--- src/rtl/mem_access.sv ---
// Memory-access stage: passes ALU/HI-LO results through for non-memory ops,
// runs loads/stores over a single-outstanding req/ack bus, stalls the
// pipeline for the duration, and aligns/extends load data big-endian.
//
// state | meaning
// IDLE  | no access in flight; new aligned memory op launches a bus request
// BUS   | bus_req held, waiting for bus_ack or timeout
// DONE  | transfer finished; writeback presented for one cycle, stall released
module mem_access #(
   parameter int TIMEOUT_CYCLES = 255,
   parameter int ADDR_W         = 32
) (
   input  logic              clk,
   input  logic              rst,
   input  logic [4:0]        mem_wd,
   input  logic              mem_wreg,
   input  logic [31:0]       mem_wdata,
   input  logic              mem_whilo,
   input  logic [31:0]       mem_hi,
   input  logic [31:0]       mem_lo,
   input  logic [3:0]        mem_op,
   input  logic [31:0]       mem_addr,
   input  logic [31:0]       mem_sdata,
   output logic [4:0]        wb_wd,
   output logic              wb_wreg,
   output logic [31:0]       wb_wdata,
   output logic              wb_whilo,
   output logic [31:0]       wb_hi,
   output logic [31:0]       wb_lo,
   output logic              stallreq,
   output logic              bus_req,
   output logic              bus_we,
   output logic [ADDR_W-1:0] bus_addr,
   output logic [3:0]        bus_sel,
   output logic [31:0]       bus_wdata,
   input  logic              bus_ack,
   input  logic [31:0]       bus_rdata,
   output logic              mem_err
);

   typedef enum logic [1:0] {IDLE, BUS, DONE} state_t;

   state_t            state_q, state_d;
   logic              bus_req_q, bus_req_d;
   logic              bus_we_q, bus_we_d;
   logic [ADDR_W-1:0] bus_addr_q, bus_addr_d;
   logic [3:0]        bus_sel_q, bus_sel_d;
   logic [31:0]       bus_wdata_q, bus_wdata_d;
   logic              mem_err_q, mem_err_d;
   logic [7:0]        cnt_q, cnt_d;
   logic [31:0]       rbuf_q, rbuf_d;
   logic              tout_q, tout_d;

   logic        is_load, is_store, is_mem, is_byte, is_half, ld_signed, misalign;
   logic [3:0]  sel_c;
   logic [31:0] wdata_c, load_ext;
   logic [7:0]  ld_byte;
   logic [15:0] ld_half;

   // Decode op into size/direction, lane selects, store replication, misalignment
   always_comb begin
      is_load   = 1'b0;
      is_store  = 1'b0;
      is_byte   = 1'b0;
      is_half   = 1'b0;
      ld_signed = 1'b0;
      case (mem_op)
         4'd1: begin is_load = 1'b1; is_byte = 1'b1; ld_signed = 1'b1; end
         4'd2: begin is_load = 1'b1; is_byte = 1'b1; end
         4'd3: begin is_load = 1'b1; is_half = 1'b1; ld_signed = 1'b1; end
         4'd4: begin is_load = 1'b1; is_half = 1'b1; end
         4'd5: is_load = 1'b1;
         4'd6: begin is_store = 1'b1; is_byte = 1'b1; end
         4'd7: begin is_store = 1'b1; is_half = 1'b1; end
         4'd8: is_store = 1'b1;
         default: ;
      endcase
      is_mem = is_load | is_store;
      if (is_byte)      misalign = 1'b0;
      else if (is_half) misalign = mem_addr[0];
      else              misalign = is_mem && (mem_addr[1:0] != 2'b00);

      if (is_byte) begin
         case (mem_addr[1:0])
            2'd0:    sel_c = 4'b1000;
            2'd1:    sel_c = 4'b0100;
            2'd2:    sel_c = 4'b0010;
            default: sel_c = 4'b0001;
         endcase
      end else if (is_half) begin
         sel_c = mem_addr[1] ? 4'b0011 : 4'b1100;
      end else begin
         sel_c = 4'b1111;
      end

      if (!is_store)    wdata_c = 32'h0;
      else if (is_byte) wdata_c = {4{mem_sdata[7:0]}};
      else if (is_half) wdata_c = {2{mem_sdata[15:0]}};
      else              wdata_c = mem_sdata;
   end

   // Pick and extend the addressed lane(s) from the captured read data
   always_comb begin
      case (mem_addr[1:0])
         2'd0:    ld_byte = rbuf_q[31:24];
         2'd1:    ld_byte = rbuf_q[23:16];
         2'd2:    ld_byte = rbuf_q[15:8];
         default: ld_byte = rbuf_q[7:0];
      endcase
      ld_half = mem_addr[1] ? rbuf_q[15:0] : rbuf_q[31:16];
      if (is_byte)      load_ext = {{24{ld_signed & ld_byte[7]}}, ld_byte};
      else if (is_half) load_ext = {{16{ld_signed & ld_half[15]}}, ld_half};
      else              load_ext = rbuf_q;
   end

   // Next-state and registered bus outputs
   always_comb begin
      state_d     = state_q;
      bus_req_d   = bus_req_q;
      bus_we_d    = bus_we_q;
      bus_addr_d  = bus_addr_q;
      bus_sel_d   = bus_sel_q;
      bus_wdata_d = bus_wdata_q;
      mem_err_d   = 1'b0;
      cnt_d       = cnt_q;
      rbuf_d      = rbuf_q;
      tout_d      = tout_q;
      case (state_q)
         IDLE: begin
            if (is_mem && misalign) begin
               mem_err_d = 1'b1;
            end else if (is_mem) begin
               bus_req_d   = 1'b1;
               bus_we_d    = is_store;
               bus_addr_d  = ADDR_W'({mem_addr[31:2], 2'b00});
               bus_sel_d   = sel_c;
               bus_wdata_d = wdata_c;
               cnt_d       = 8'd0;
               tout_d      = 1'b0;
               state_d     = BUS;
            end
         end
         BUS: begin
            if (bus_ack) begin
               rbuf_d    = bus_rdata;
               bus_req_d = 1'b0;
               state_d   = DONE;
            end else if (cnt_q == 8'(TIMEOUT_CYCLES - 1)) begin
               bus_req_d = 1'b0;
               mem_err_d = 1'b1;
               tout_d    = 1'b1;
               state_d   = DONE;
            end else begin
               cnt_d = cnt_q + 8'd1;
            end
         end
         DONE: begin
            tout_d  = 1'b0;
            state_d = IDLE;
         end
         default: state_d = IDLE;
      endcase
   end

   // State and bus registers
   always_ff @(posedge clk) begin
      if (rst) begin
         state_q     <= IDLE;
         bus_req_q   <= 1'b0;
         bus_we_q    <= 1'b0;
         bus_addr_q  <= '0;
         bus_sel_q   <= 4'b0;
         bus_wdata_q <= 32'h0;
         mem_err_q   <= 1'b0;
         cnt_q       <= 8'd0;
         rbuf_q      <= 32'h0;
         tout_q      <= 1'b0;
      end else begin
         state_q     <= state_d;
         bus_req_q   <= bus_req_d;
         bus_we_q    <= bus_we_d;
         bus_addr_q  <= bus_addr_d;
         bus_sel_q   <= bus_sel_d;
         bus_wdata_q <= bus_wdata_d;
         mem_err_q   <= mem_err_d;
         cnt_q       <= cnt_d;
         rbuf_q      <= rbuf_d;
         tout_q      <= tout_d;
      end
   end

   // Writeback mux and stall; write enable held low until the access completes
   always_comb begin
      wb_wd    = mem_wd;
      wb_wreg  = mem_wreg;
      wb_wdata = mem_wdata;
      wb_whilo = mem_whilo;
      wb_hi    = mem_hi;
      wb_lo    = mem_lo;
      stallreq = 1'b0;
      if (rst) begin
         wb_wd    = 5'd0;
         wb_wreg  = 1'b0;
         wb_wdata = 32'h0;
         wb_whilo = 1'b0;
         wb_hi    = 32'h0;
         wb_lo    = 32'h0;
      end else if (is_mem) begin
         case (state_q)
            IDLE: begin
               wb_wreg  = 1'b0;
               stallreq = !misalign;
            end
            BUS: begin
               wb_wreg  = 1'b0;
               stallreq = 1'b1;
            end
            DONE: begin
               if (tout_q)       wb_wreg = 1'b0;
               else if (is_load) wb_wdata = load_ext;
            end
            default: ;
         endcase
      end
   end

   assign bus_req   = bus_req_q;
   assign bus_we    = bus_we_q;
   assign bus_addr  = bus_addr_q;
   assign bus_sel   = bus_sel_q;
   assign bus_wdata = bus_wdata_q;
   assign mem_err   = mem_err_q;

endmodule

--- config.mk ---
export PLATFORM = sky130hd
export DESIGN_NAME = mem_access
export DESIGN_NICKNAME = d
export VERILOG_FILES = /design/src/rtl/mem_access.sv
export SDC_FILE = /design/constraint.sdc
export NUM_CORES = 1
export LEC_CHECK = 0
export ABC_AREA = 1
export ABC_CLOCK_PERIOD_IN_PS = 2000
export CAP_MARGIN = 20
export CELL_PAD_IN_SITES_DETAIL_PLACEMENT = 1
export CELL_PAD_IN_SITES_GLOBAL_PLACEMENT = 1
export CORE_ASPECT_RATIO = 0.6
export CORE_MARGIN = 4
export CORE_UTILIZATION = 22
export DETAILED_ROUTE_END_ITERATION = 8
export PLACE_DENSITY = 0.84
export SLEW_MARGIN = 20
export SYNTH_ARGS = -nofsm -noshare
export SYNTH_HDL_FRONTEND = slang
export SYNTH_SLANG_ARGS = --single-unit
--- constraint.sdc ---
create_clock -name clk -period 2 [get_ports clk]
set_input_delay 0.5 -clock clk [delete_from_list [all_inputs] [get_ports clk]]
set_output_delay 0.5 -clock clk [all_outputs]
set_load 0.01 [all_outputs]
==> results.py <==
metrics = {
    "synthesis": {
        "synth-seq-cells": 112,
        "yosysWarnings": 0,
        "netlist_instances": 1092,
        "synth_top_area_share_pct": 34.9,
        "syn_area_mm2": 0.00643,
        "synth_area_leaders": "dfxtp_1, nand2_1, nor2_1",
        "yosysTopAreaCell": "dfxtp_1",
        "synth.distinct_cells": 27,
        "syn_avg_cell_area_um2": 5.89,
        "yosysSeqAreaShare_pct": 34.9,
    },
    "power_and_ir_drop": {
        "combPwrFrac_pct": 34.8,
        "internal-power_mw": 4.54,
        "pwr-share-seq_pct": 36.2,
        "clock_power_share_pct": 29.0,
        "p_total_mw": 6.77,
        "power.density_mw_per_mm2": 539,
        "leakage_nw": 5.66,
        "p_sw_mw": 2.23,
        "switching_share_pct": 33.0,
        "vdd_ir_drop_max_mv": 0.378,
    },
    "global_route": {
        "grt_pass1_vias": 9391,
        "grt_max_degree": 44,
        "antenna_found_initial": 5,
        "grt_util_all_layers_pct": 22.2,
        "use_met1_pct": 29.6,
        "use_met2_pct": 35.8,
        "overflow": 0,
        "grt_pass1_wl_mm": 55.8,
        "grtUsageMet3_pct": 6.14,
        "busiest_layer": "met2",
    },
    "clocking": {
        "clk_path_buf_depth": 2,
        "clk_latency_ps": 380,
        "cts_buffers": 9,
        "clockRootBuffer": "clkbuf_16",
        "htree_num_levels": 3,
        "cts_tree": "yes",
        "cts.sinks": 112,
        "clkTransAtPathRegs_ps": 80,
    },
    "timing": {
        "worst_slack_ps": -472,
        "finalHoldViolations": 0,
        "setup_viol_count_final": 35,
        "hold_slack_ps": 465,
        "fin_crit_sh_pct": 124,
        "period_needed_ps": 2470,
        "rsz0062_at_grt": "yes",
        "drv_slew": 0,
        "max_freq_mhz": 404,
        "skew_ps": 11.8,
    },
    "worst_setup_path": {
        "critical_path_class": "input pin to output port",
        "cp-start-kind": "input pin",
        "setup.worst_path.start": "mem_op[3]",
        "timing.rr.end": "bus_sel[3]$_SDFFE_PP0P_",
        "cp_max_fo": 7,
        "arrival_ps": 1970,
        "worstReg2RegStart": "state_q[1]$_SDFFE_PP0P_",
        "r2r_setup_slack_ps": 110,
        "ff2ff_path_depth": 10,
        "worstPathRequired_ps": 1500,
        "cp-end-kind": "output port",
    },
    "place": {
        "port_buffers": 378,
        "hpwl_mm": 28.3,
        "globalplace.congestion": 0.903,
        "placedCellCount": 1895,
    },
    "die": {
        "fp.dieH_um": 140,
        "pin_count": 381,
        "core_mm2": 0.0288,
        "die-width_um": 229,
        "initial_utilization_pct": 22.3,
        "dieArea_mm2": 0.0321,
        "rows": 48,
    },
    "worst_hold_path": {
        "min_path_type": "flop to flop",
        "holdCritStartpoint": "bus_wdata[26]$_SDFFE_PP0P_",
        "hold_depth": 2,
        "hold_end": "bus_wdata[26]$_SDFFE_PP0P_",
    },
    "detailed_routing": {
        "drtAntennaViolNets": 0,
        "wire_per_inst_um": 19.6,
        "routed_wl_mm": 38.2,
        "drt-pass1-iter-count": 5,
        "drc_errors": 0,
        "drt-vias-per-instance": 4.74,
        "num_vias": 9247,
        "drt_iter0_drc": 642,
    },
    "finish": {
        "nets": 1773,
        "layout-drive-gt1-share_pct": 22.0,
        "n_fill_cell": 3630,
        "areaGrowthSynthToFinish_pct": 95.6,
        "layout_common_cells": "clkdlybuf4s50_1, nor2_1, nand2_1, buf_4, inv_1",
        "layout_commonest_cell": "clkdlybuf4s50_1",
        "stdcell_count": 1949,
    },
    "status": {
        "status": "complete, but fails checks",
        "violations": "negative setup slack",
    },
    "run": {
        "cap_violations": 0,
    },
}
[final cells by class]
| class | instances | area (um^2) | share of cell area [%] |
|---|---|---|---|
| clock inverters | 5 | 65.1 | 0.518 |
| repair buffers | 532 | 5060 | 40.2 |
| flip-flops and latches | 112 | 2250 | 17.9 |
| diodes | 4 | 10.0 | 0.0796 |
| clock buffers | 11 | 243 | 1.93 |
| well taps | 375 | 469 | 3.73 |
| inverters | 121 | 474 | 3.77 |
| multi-input cells | 789 | 4000 | 31.8 |
[power groups by stage]
stage | Sequential, mW | Clock [mW] | Combinational, mW
3_5_place_dp | 2.50 | 0 | 2.14
5_1_grt | 2.47 | 2.09 | 2.53
4_1_cts | 2.45 | 2.02 | 2.24
2_1_floorplan | 2.52 | 0 | 0.826
3_3_place_gp | 2.49 | 0 | 2.08
6_report | 2.45 | 1.96 | 2.36
[worst max-delay path, stage by stage]
cell	delay [ps]
buf_8	110
nor2_4	180
nand3_4	150
nand2_8	130
nor2_4	70
clkbuf_16	170
nand2_2	60
nand2_2	40
o21ai_2	110
nand2_1	90
nor2_2	160
buf_2	190
[stage by stage]
step / setup slack, ps / instance area (um^2) / setup TNS, ps / util, %
6_report: -472 / 12600 / -12070 / 43.7
5_1_grt: -535 / 12600 / -14440 / 43.7
4_1_cts: -379 / 12300 / -10930 / 42.8
3_5_place_dp: -1410 / 11500 / -115350 / 39.9
3_3_place_gp: -1350 / 11500 / -106230 / 39.9
2_1_floorplan: -9.92 / 6570 / -9.92 / -
[how the worst max path moves through the flow]
stage                         to  slack [ps]  depth (start not counted)
floorplan           wb_wdata[10]         -10                          9
global placement     wb_wdata[4]       -1350                         11
detailed placement  wb_wdata[12]       -1410                         10
CTS                 wb_wdata[17]        -380                         14
global route        wb_wdata[24]        -530                         12
finish              wb_wdata[24]        -470                         12
[kinds of logic after synthesis]
kind of cell	Yosys count	share of synthesized area, %
other	1	0.0583
buffers and inverters	193	12.5
and+or+nand+nor	567	35.2
AOI/OAI and AO/OA	216	16.8
xor gates and xnor gates	1	0.136
adders and majority gates	2	0.389
DFF	112	34.9
[cells in the mapped netlist, drive strengths merged]
library cell  instances
clkinv                2
dfxtp               112
buf                  34
o21ai               111
o22ai                 1
conb                  1
ha                    2
xor2                  1
inv                 119
nor4                  1
or2                   2
nor2                241
nor3                  4
nand2               245
clkbuf               38
nand3                70
nand4                 4
a21oi               104
[routing by layer]
layer | vias to the layer above | share of wire [%]
li1 | 4368 | -
met1 | 4487 | 44
met2 | 337 | 47
met3 | 53 | 6.9
met4 | 2 | 2.3
met5 | - | 0.018
[timing repair]
item	in CTS	in global routing
buffers inserted	28	6
gates resized for setup	373	76
cloned	5	0
endpoints found under the setup margin	181	81
hold buffers	0	0
pin swaps	53	42
[registers in the layout (all words and copies together) (netlist names)]
register   count
bus_wdata     32
bus_sel        4
tout_q         1
bus_req        1
bus_we         1
rbuf_q        32
state_q        2
cnt_q          8
bus_addr      30
mem_err        1
Power figures use the tool's default switching activity.
